==> src/rtl/calculation_seq.sv <==
// Sequential six-result calculation unit: one operand set per valid/ready
// transaction, modulo via an iterative restoring divider (one bit per cycle).
module calculation_seq #(
    parameter int BW = 8
) (
    input  logic          clk,
    input  logic          rst_n,
    input  logic          in_valid,
    output logic          in_ready,
    input  logic [BW-1:0] a,
    input  logic [BW-1:0] b,
    input  logic [BW-1:0] c,
    input  logic [BW-1:0] d,
    output logic          out_valid,
    input  logic          out_ready,
    output logic [BW-1:0] s1,
    output logic [BW-1:0] s2,
    output logic [BW-1:0] s3,
    output logic [BW-1:0] s4,
    output logic [BW-1:0] s5,
    output logic [BW-1:0] s6,
    output logic          div_by_zero
);

    localparam int CW = $clog2(BW);

    localparam logic [1:0] IDLE = 2'd0;
    localparam logic [1:0] DIV  = 2'd1;
    localparam logic [1:0] OUT  = 2'd2;

    typedef struct packed {
        logic [BW-1:0] a;
        logic [BW-1:0] b;
        logic [BW-1:0] c;
        logic [BW-1:0] d;
    } opnd_t;

    logic [1:0]    state;
    opnd_t         opnd_q;
    logic [BW:0]   rem;
    logic [CW-1:0] cnt;
    logic          fin;

    logic [BW:0]   shifted;
    logic [BW:0]   rem_step;
    logic [BW-1:0] mod_r;
    logic [BW-1:0] prod;

    // One restoring step: bring in the next dividend bit, subtract if it fits.
    always_comb begin
        shifted  = {rem[BW-1:0], opnd_q.a[cnt]};
        rem_step = (shifted >= {1'b0, opnd_q.b}) ? shifted - {1'b0, opnd_q.b} : shifted;
        mod_r    = (opnd_q.b == '0) ? opnd_q.a : rem[BW-1:0];
        prod     = opnd_q.a * opnd_q.b;
    end

    assign in_ready = (state == IDLE);

    always_ff @(posedge clk or negedge rst_n) begin
        if (!rst_n) begin
            state       <= IDLE;
            opnd_q      <= '0;
            rem         <= '0;
            cnt         <= '0;
            fin         <= 1'b0;
            out_valid   <= 1'b0;
            s1          <= '0;
            s2          <= '0;
            s3          <= '0;
            s4          <= '0;
            s5          <= '0;
            s6          <= '0;
            div_by_zero <= 1'b0;
        end else begin
            case (state)
                IDLE: if (in_valid) begin
                    opnd_q <= '{a: a, b: b, c: c, d: d};
                    rem    <= '0;
                    cnt    <= CW'(BW - 1);
                    fin    <= 1'b0;
                    state  <= DIV;
                end
                DIV: if (!fin) begin
                    rem <= rem_step;
                    if (cnt == '0) fin <= 1'b1;
                    else           cnt <= cnt - CW'(1);
                end else begin
                    // Results are formed from the settled remainder of the last step.
                    s1          <= opnd_q.a + opnd_q.b;
                    s2          <= prod;
                    s3          <= mod_r + opnd_q.d;
                    s4          <= opnd_q.c + opnd_q.d + prod;
                    s5          <= opnd_q.a - opnd_q.b;
                    s6          <= prod + opnd_q.a + opnd_q.d + opnd_q.c - opnd_q.b;
                    div_by_zero <= (opnd_q.b == '0);
                    out_valid   <= 1'b1;
                    state       <= OUT;
                end
                OUT: if (out_ready) begin
                    out_valid <= 1'b0;
                    state     <= IDLE;
                end
                default: state <= IDLE;
            endcase
        end
    end

endmodule

==> config.mk <==
export PLATFORM = sky130hd
export DESIGN_NAME = calculation_seq
export DESIGN_NICKNAME = d
export VERILOG_FILES = /design/src/rtl/calculation_seq.sv
export SDC_FILE = /design/constraint.sdc
export NUM_CORES = 1
export LEC_CHECK = 0
export BUFFER_PORTS_ARGS = -buffer_cell sky130_fd_sc_hd__buf_4
export CORE_MARGIN = 3
export CORE_UTILIZATION = 52
export DETAILED_ROUTE_END_ITERATION = 8
export MAX_ROUTING_LAYER = met4
export PLACE_DENSITY = 0.73
export SLEW_MARGIN = 20
export SYNTH_ARGS = -nofsm -noshare
export SYNTH_HDL_FRONTEND = slang
export SYNTH_SLANG_ARGS = --single-unit
==> constraint.sdc <==
create_clock -name clk -period 5.6 [get_ports clk]
set_input_delay 1.12 -clock clk [delete_from_list [all_inputs] [get_ports clk]]
set_output_delay 1.12 -clock clk [all_outputs]
set_load 0.03 [all_outputs]
## Word-level counts from Yosys, hierarchy flattened

Index checks and enable logic that the tools add are counted.

- Bits in registers: 96
- Output and inout bits: 51
- Word-level logic and storage cells: 71

- Reductions and logical operators: 12
- Muxes and demuxes: 22
- $lt $le $gt $ge: 2
- $mul: 1
- Add/subtract/negate cells: 11
- Equal/unequal tests: 7

Operator list:

| kind | count |
|---|---|
| $add 8x8->8 | 7 |
| $mux 8 | 4 |
| $sub 8x8->8 | 3 |
| $pmux 8 s2 | 1 |
| $ne 2x2->1 const B | 5 |
| $ge 9x8->1 | 1 |
| $mux 3 | 3 |
| $reduce_and 3->1 | 3 |
| $logic_not 8->1 | 1 |
| $mul 8x8->8 | 1 |
| $mux 1 | 6 |
| $mux 2 | 3 |
| $pmux 2 s3 | 1 |
| $pmux 3 s2 | 1 |
| $reduce_and 2->1 | 3 |
| $lt 3x4->1 const B | 1 |
| $pmux 1 s2 | 2 |
| $reduce_and 4->1 | 1 |
| $reduce_bool 2->1 | 2 |
| $bmux 1 s3 | 1 |
| $logic_not 3->1 | 1 |
| $sub 3x1->3 const B | 1 |
| $eq 2x1->1 const B | 1 |
| $eq 2x2->1 const B | 1 |
| $logic_not 2->1 | 1 |

## Longest topological paths before layout

Gate-level depths: netlist (run 1).

- Depth after elaboration: 6
- Mapped depth: 20

## Worst setup path after synthesis (run 1)

Ideal clock, no wire load.

- Path type: flip-flop to flip-flop
- From: reg opnd_q[25] (netlist name)
- To: reg s4[7]
- Setup slack: 0.947 ns
- Data arrival time: 4.524 ns
- Path buffers: 0
- Library setup time: 0.129 ns
- Clock period less this slack: 4.653 ns
- Cell stages (with the launch flop): 19
- Required time: 5.471 ns
- Cell sequence: dfrtp_1 -> inv_1 -> nor2_1 -> ha_1 -> fa_1 -> ha_1 -> inv_1 -> fa_1 -> inv_1 -> fa_1 -> fa_1 -> ha_1 -> o21ai_0 -> nand2b_1 -> a21o_1 -> a21oi_1 -> xor2_1 -> xnor2_1 -> o21ai_1

- Word-level cells in the longest chain between the ends: 2

Ends and longest elaborated chain:

| what | line | RTL |
|---|---|---|
| from (decl) | 39 | `opnd_t opnd_q;` |
| from (signal assigned) | 77 | `opnd_q <= '{a: a, b: b, c: c, d: d};` |
| $mul 8x8->8 | 54 | `prod = opnd_q.a * opnd_q.b;` |
| named net prod[4] | 47 | `logic [BW-1:0] prod;` |
| $add 8x8->8 | 92 | `s4 <= opnd_q.c + opnd_q.d + prod;` |
| to (signal assigned) | 92 |  |
| to (decl) | 19 | `output logic [BW-1:0] s4,` |

The timed path passes the listed nets, and every way through them passes these cells.
A chain may end at the register's enable or synchronous reset.

## Final worst setup path (run 1)

Same ends and word-level chain as after synthesis.

==> reports/results.txt, run 1 <==
Status - finished, final reports clean
First-pass GRT wire length - 26.8 mm
CP Capture Type - flop
Clk buf depth - 2
Site row count - 41
Dpl hpwl - 12.6 mm
Synth unique cells - 46
Commonest non-fill, non-tap cells in the layout - nand2_1 (99), dfrtp_1 (95), buf_4 (93), inv_1 (80), o21ai_0 (72)
Post-synthesis simple-gate area fraction - 0.107
Crit path cell chain - inv_1 -> nor2_1 -> ha_1 -> fa_1 -> ha_1 -> inv_1 -> fa_1 -> inv_1 -> fa_1 -> fa_1 -> ha_1 -> o21ai_0 -> nand2b_1 -> a21o_1 -> a21oi_1 -> xor2_1 -> xnor2_1 -> o21ai_1
Ys flop type - dfrtp_1
Share of cells above drive strength 1 - 0.181
Least-Margin Pin Slew - 773 ps
Startpoint types - flop
Xor/xnor share of the synthesized area - 0.0684
CP required - 5810 ps
YS warnings - 0
Final cycle utilization of the critical path - 0.903
Cell taking the most area after synthesis - dfrtp_1
RSZ-0062 raised after global routing - no
Port buffer count - 86
Multi-input gate area - 0.00403 sq mm
Achievable Freq - 0.198 GHz
Compound-Gate Fraction of Synth Area - 0.124
Crit path max fanout - 8
Largest family of logic cells by synthesized area - adder cells
Largest net degree at the start of global routing - 90
WL/cell - 16.9 um
CTS tree - done
Initial DRT Pass Iterations - 4
Wirelength, routed - 16.0 mm
H-tree levels - 3
Resize count post-CTS - 0
Slowest CP cell - fa_1
Drt drc - 0
CP most frequent cell - fa_1
Initial DRC Count - 225
Most common cell after layout, fill and taps aside - nand2_1
Setup_tns - 0 ps
Mapped Area - 0.00678 sq mm
Hold bufs inserted after CTS - 0
Horiz. Die Dim - 120 um
# clock sinks - 95
Initial antenna violation count - 0
I/O pin count - 87
Nets - 911
Fin crit period - 5060 ps
Syn Nets - 827
Initial Utilization - 0.535
Root Buffer - clkbuf_16
Die Y - 120 um
N_diodes - 0
Total of max-cap violations - 0
Flop and latch count out of synthesis - 95
Worst Clk Skew - 7.39 ps
Post-synthesis async set-or-reset flop share - 1.00
# setup viols final - 0
Syn_area_per_cell - 9.89 sq um
Crit-path max cell delay - 640 ps
Overflow after GRT - 0
Seq. cell area - 0.00238 sq mm
Clk_lat worst skew - 350 ps
Worst hold path type - reg2reg
Final Hold Viols - 0
Number of setup buffers added after CTS - 0
Slew margin rel. - 0.485
Number of synthesized flops with an enable pin - 0
Post-synthesis sequential area ratio - 0.350
Total track usage - 0.245
Die ar. - 0.0145 sq mm
Clock-pin slew on the worst setup and hold paths - 70 ps
Top cells by area, synth - dfrtp_1 (35%), fa_1 (13%), ha_1 (11%), nand2_1 (5.5%), o21ai_0 (5.3%)
Vias per inst - 5.26
Fill cells - 1099
Syn Inst Count - 686
Layout area overhead - 16.8%
Synth top area share - 0.350
Post-Synth Adder-Cell Area - 0.242
Final slew viol count - 0
Critical Path AT - 5270 ps
Placer congestion estimate - 0.963
Vias in the first global route - 5267
Mux share of post-synthesis cell area - 0.0504
Core area - 0.0127 sq mm
Number of CTS-inserted buffers - 9
Via count - 4977
Antenna-violating nets left - 0
WS Path Type - reg2reg
## kinds of logic (layout without fill, tap and decap cells)
family                     Yosys count  count (layout)
adders and majority gates          105             105
AOI/OAI and AO/OA                  135             135
muxes                               29              29
xor gates and xnor gates            53              53
buffers and inverters              101             190
and+or+nand+nor                    168             168
DFF                                 95              95
## flip-flops by register name (all words and copies together), names as in the netlist, 2 cells and up
signal  cells
opnd_q     32
rem         8
s1          8
s2          8
s3          8
s4          8
s6          8
s5          7
cnt         3
state       2
## final timing paths
kind,start,endpoint,slack (ps),cells after the start
setup reg to reg,opnd_q[25],s4[7],540,18
min in group asynchronous,rst_n,s5[2],790,1
setup / recovery,opnd_q[25],s4[7],540,18
max in group asynchronous,rst_n,rem[6],3770,2
hold / removal,s6[3],s6[3],480,2
hold reg to reg,s6[3],s6[3],480,2
## worst max-delay path, delay by kind of cell (launching register included)
kind	cells	cell delay (ps)
AND/OR/NAND/NOR	2	200
XOR/XNOR	2	320
flip-flops	1	500
adder cells (fa/ha/maj)	7	2950
buffers and inverters	3	410
AO/OA/AOI/OAI	4	530
## final cells by class
cell class	count	area share
clock buffers	11	0.0306
clock inverters	5	0.00711
inverters	81	0.0384
multi-input cells	490	0.509
flip-flops and latches	95	0.300
well taps	172	0.0272
repair buffers	93	0.0881
## Yosys cell counts, types with 7 or more instances
cell / count
xor2_1: 15
a21oi_1: 18
o21ai_0: 72
nor3_1: 7
fa_1: 44
nand2_1: 100
clkbuf_1: 12
nor2_1: 31
ha_1: 61
inv_1: 80
and2_1: 9
mux2_2: 21
xnor2_1: 38
a21o_1: 18
dfrtp_1: 95
## through the flow
stage | util | std cells | setup WS, ps | hold slack (ps) | instance area, sq um
after floorplan | - | 686 | 947 | 488 | 6780
after global placement | 0.602 | 931 | 641 | 463 | 7620
after detailed placement | 0.602 | 931 | 507 | 475 | 7620
after CTS | 0.625 | 947 | 505 | 489 | 7920
after global routing | 0.625 | 947 | 169 | 506 | 7920
final | 0.625 | 947 | 541 | 481 | 7920
## metal layers
layer	share of wire	track usage	up-vias
met5	0	-	-
met4	0.014	0.0552	0
met3	0.042	0.0407	21
met2	0.50	0.407	101
met1	0.44	0.321	2437
li1	-	-	2418
Power of run 1 is left out: the tool's default activity adds up to more than one toggle a clock period on the data nets, which glitch-free logic cannot reach.
==> run 2: changes to the inputs <==
--- a/config.mk
+++ b/config.mk
@@ -8,6 +8,7 @@
 export BUFFER_PORTS_ARGS = -buffer_cell sky130_fd_sc_hd__buf_4
 export CORE_MARGIN = 3
 export CORE_UTILIZATION = 52
+export CTS_BUF_LIST = sky130_fd_sc_hd__clkbuf_8
 export DETAILED_ROUTE_END_ITERATION = 8
 export MAX_ROUTING_LAYER = met4
 export PLACE_DENSITY = 0.73
@@ -15,3 +16,4 @@
 export SYNTH_ARGS = -nofsm -noshare
 export SYNTH_HDL_FRONTEND = slang
 export SYNTH_SLANG_ARGS = --single-unit
+export TNS_END_PERCENT = 10
==> constraint.sdc (replaced) <==
create_clock -name clk -period 5.3 [get_ports clk]
set_input_delay 1.06 -clock clk [delete_from_list [all_inputs] [get_ports clk]]
set_output_delay 1.06 -clock clk [all_outputs]
set_load 0.03 [all_outputs]
==> reports/results.txt, run 2 (synthesis gave the netlist of run 1 again) <==
Met2 usage - 0.404 (-0.00386)
Site row count - 41 (unchanged)
Initial antenna violation count - 0 (unchanged)
Crit-path max cell delay - 500 ps (-140 ps)
Final Hold Viols - 0 (unchanged)
Slowest CP cell - fa_1
Clock-pin slew on the worst setup and hold paths - 90 ps (+20 ps)
Final slew viol count - 0 (unchanged)
CP Capture Type - flop
Util after Layout - 0.621 (-0.00405)
Multi-input gate area - 0.00403 sq mm (unchanged)
Seq. cell area - 0.00238 sq mm (about the same)
Vias in the first global route - 5236 (-0.59%)
Drt drc - 0 (unchanged)
RSZ-0062 raised after global routing - no
Met3 Use GR - 0.0332 (-0.00748)
Worst hold path type - reg2reg
CTS tree - done
Hold bufs inserted after CTS - 0 (unchanged)
Antenna-violating nets left - 0 (unchanged)
Cell family with most CP delay - adder cells
Clk_lat worst skew - 380 ps (+30 ps)
Crit path cell chain - inv_1 -> nor2_1 -> fa_1 -> fa_1 -> ha_1 -> fa_1 -> ha_1 -> xor2_1 -> fa_1 -> ha_1 -> a21o_1 -> a21oi_1 -> xor2_1 -> xnor2_1 -> o21ai_1
Least-Margin Pin Slew - 774 ps (+0.978 ps)
Total track usage - 0.238 (-0.00683)
Clk buf depth - 2 (unchanged)
Setup_tns - 0 ps (unchanged)
# clock sinks - 95 (unchanged)
Worst Clk Skew - 8.70 ps (+1.31 ps)
# setup viols final - 0 (unchanged)
Die ar. - 0.0145 sq mm (unchanged)
WS Path Type - reg2reg
Final cycle utilization of the critical path - 0.932 (+0.0283)
Wirelength, routed - 15.6 mm (-2.3%)
Total of max-cap violations - 0 (unchanged)
Met1 GRT Util - 0.302 (-0.0187)
Root Buffer - clkbuf_8
Commonest non-fill, non-tap cells in the layout - nand2_1 (99), buf_4 (97), dfrtp_1 (94), inv_1 (80), o21ai_0 (72)
Core area - 0.0127 sq mm (unchanged)
Placer congestion estimate - 0.980 (+1.7%)
Max reg flops - 32 (unchanged)
Most common cell after layout, fill and taps aside - nand2_1
N_diodes - 0 (unchanged)
Initial Utilization - 0.535 (unchanged)
Initial DRT Pass Iterations - 4 (unchanged)
Overflow after GRT - 0 (unchanged)
WL/cell - 16.4 um (-2.7%)
Dpl hpwl - 12.4 mm (-1.1%)
Largest net degree at the start of global routing - 68 (-24%)
Die Y - 120 um (unchanged)
Top Usage Layer GRT - met2
Number of CTS-inserted buffers - 9 (unchanged)
Vias per inst - 5.20 (-1.0%)
Via count - 4942 (-0.70%)
Slew margin rel. - 0.483 (-0.00188)
Status - finished, final reports clean
Share of cells above drive strength 1 - 0.188 (+0.00702)
Initial DRC Count - 254 (+13%)
Horiz. Die Dim - 120 um (unchanged)
Port buffer count - 86 (unchanged)
Fill cells - 1072 (-2.5%)
Nets - 915 (+0.44%)
Achievable Freq - 0.203 GHz (+2.5%)
CP required - 5560 ps (-250 ps)
I/O pin count - 87 (unchanged)
Biggest register - opnd_q
Layout area overhead - 16.0%
Critical Path AT - 5190 ps (-80 ps)
CP most frequent cell - fa_1
Startpoint types - flop
Fin crit period - 4940 ps (-121 ps)
First-pass GRT wire length - 26.2 mm (-2.5%)
CP Buf/Inv Count - 1 (-2)
H-tree levels - 3 (unchanged)
Crit path max fanout - 6 (-2)
-- run 2: tightest hold or removal path, cell delays in order, from the launching register on --
cell and delay, ps:
dfrtp_1 350, nand2_1 40, o21ai_0 60
-- run 2: metrics by stage --
stage | worst slack [ps] | cell area (sq um) | std cells | hold WS, ps
after global routing | 23.8 | 7870 | 950 | 512
after global placement | 358 | 7630 | 932 | 463
after floorplan | 647 | 6780 | 686 | 488
after detailed placement | 269 | 7630 | 932 | 473
final | 362 | 7870 | 950 | 486
after CTS | 250 | 7850 | 947 | 492
-- run 2: layout make-up --
| type | instances | area share |
|---|---|---|
| clock inverters | 5 | 0.00954 |
| flip-flops and latches | 95 | 0.302 |
| inverters | 81 | 0.0391 |
| multi-input cells | 490 | 0.512 |
| well taps | 172 | 0.0273 |
| repair buffers | 97 | 0.0925 |
| clock buffers | 10 | 0.0175 |
-- run 2: final timing paths --
check | slack [ps] | endpoint | startpoint | cells after the start
min in group asynchronous | 700 | s1[1] | rst_n | 1
min reg2reg | 490 | s6[2] | s6[2] | 2
min | 490 | s6[2] | s6[2] | 2
max | 360 | s4[7] | opnd_q[19] | 15
max reg2reg | 360 | s4[7] | opnd_q[19] | 15
max in group asynchronous | 3570 | rem[6] | rst_n | 2
-- run 2: timing repair --
item                       CTS  global route
setup endpoints to repair    0             2
setup buffers                0             3
hold endpoints to repair     0             0
gates resized for setup      0             4
-- run 2: routing by layer --
metal  up-vias  share of wire
met5         -              0
met4         0          0.018
met3        21          0.030
met2        88           0.50
met1      2406           0.45
li1       2427              -
Power of run 2 is left out for the same reason.
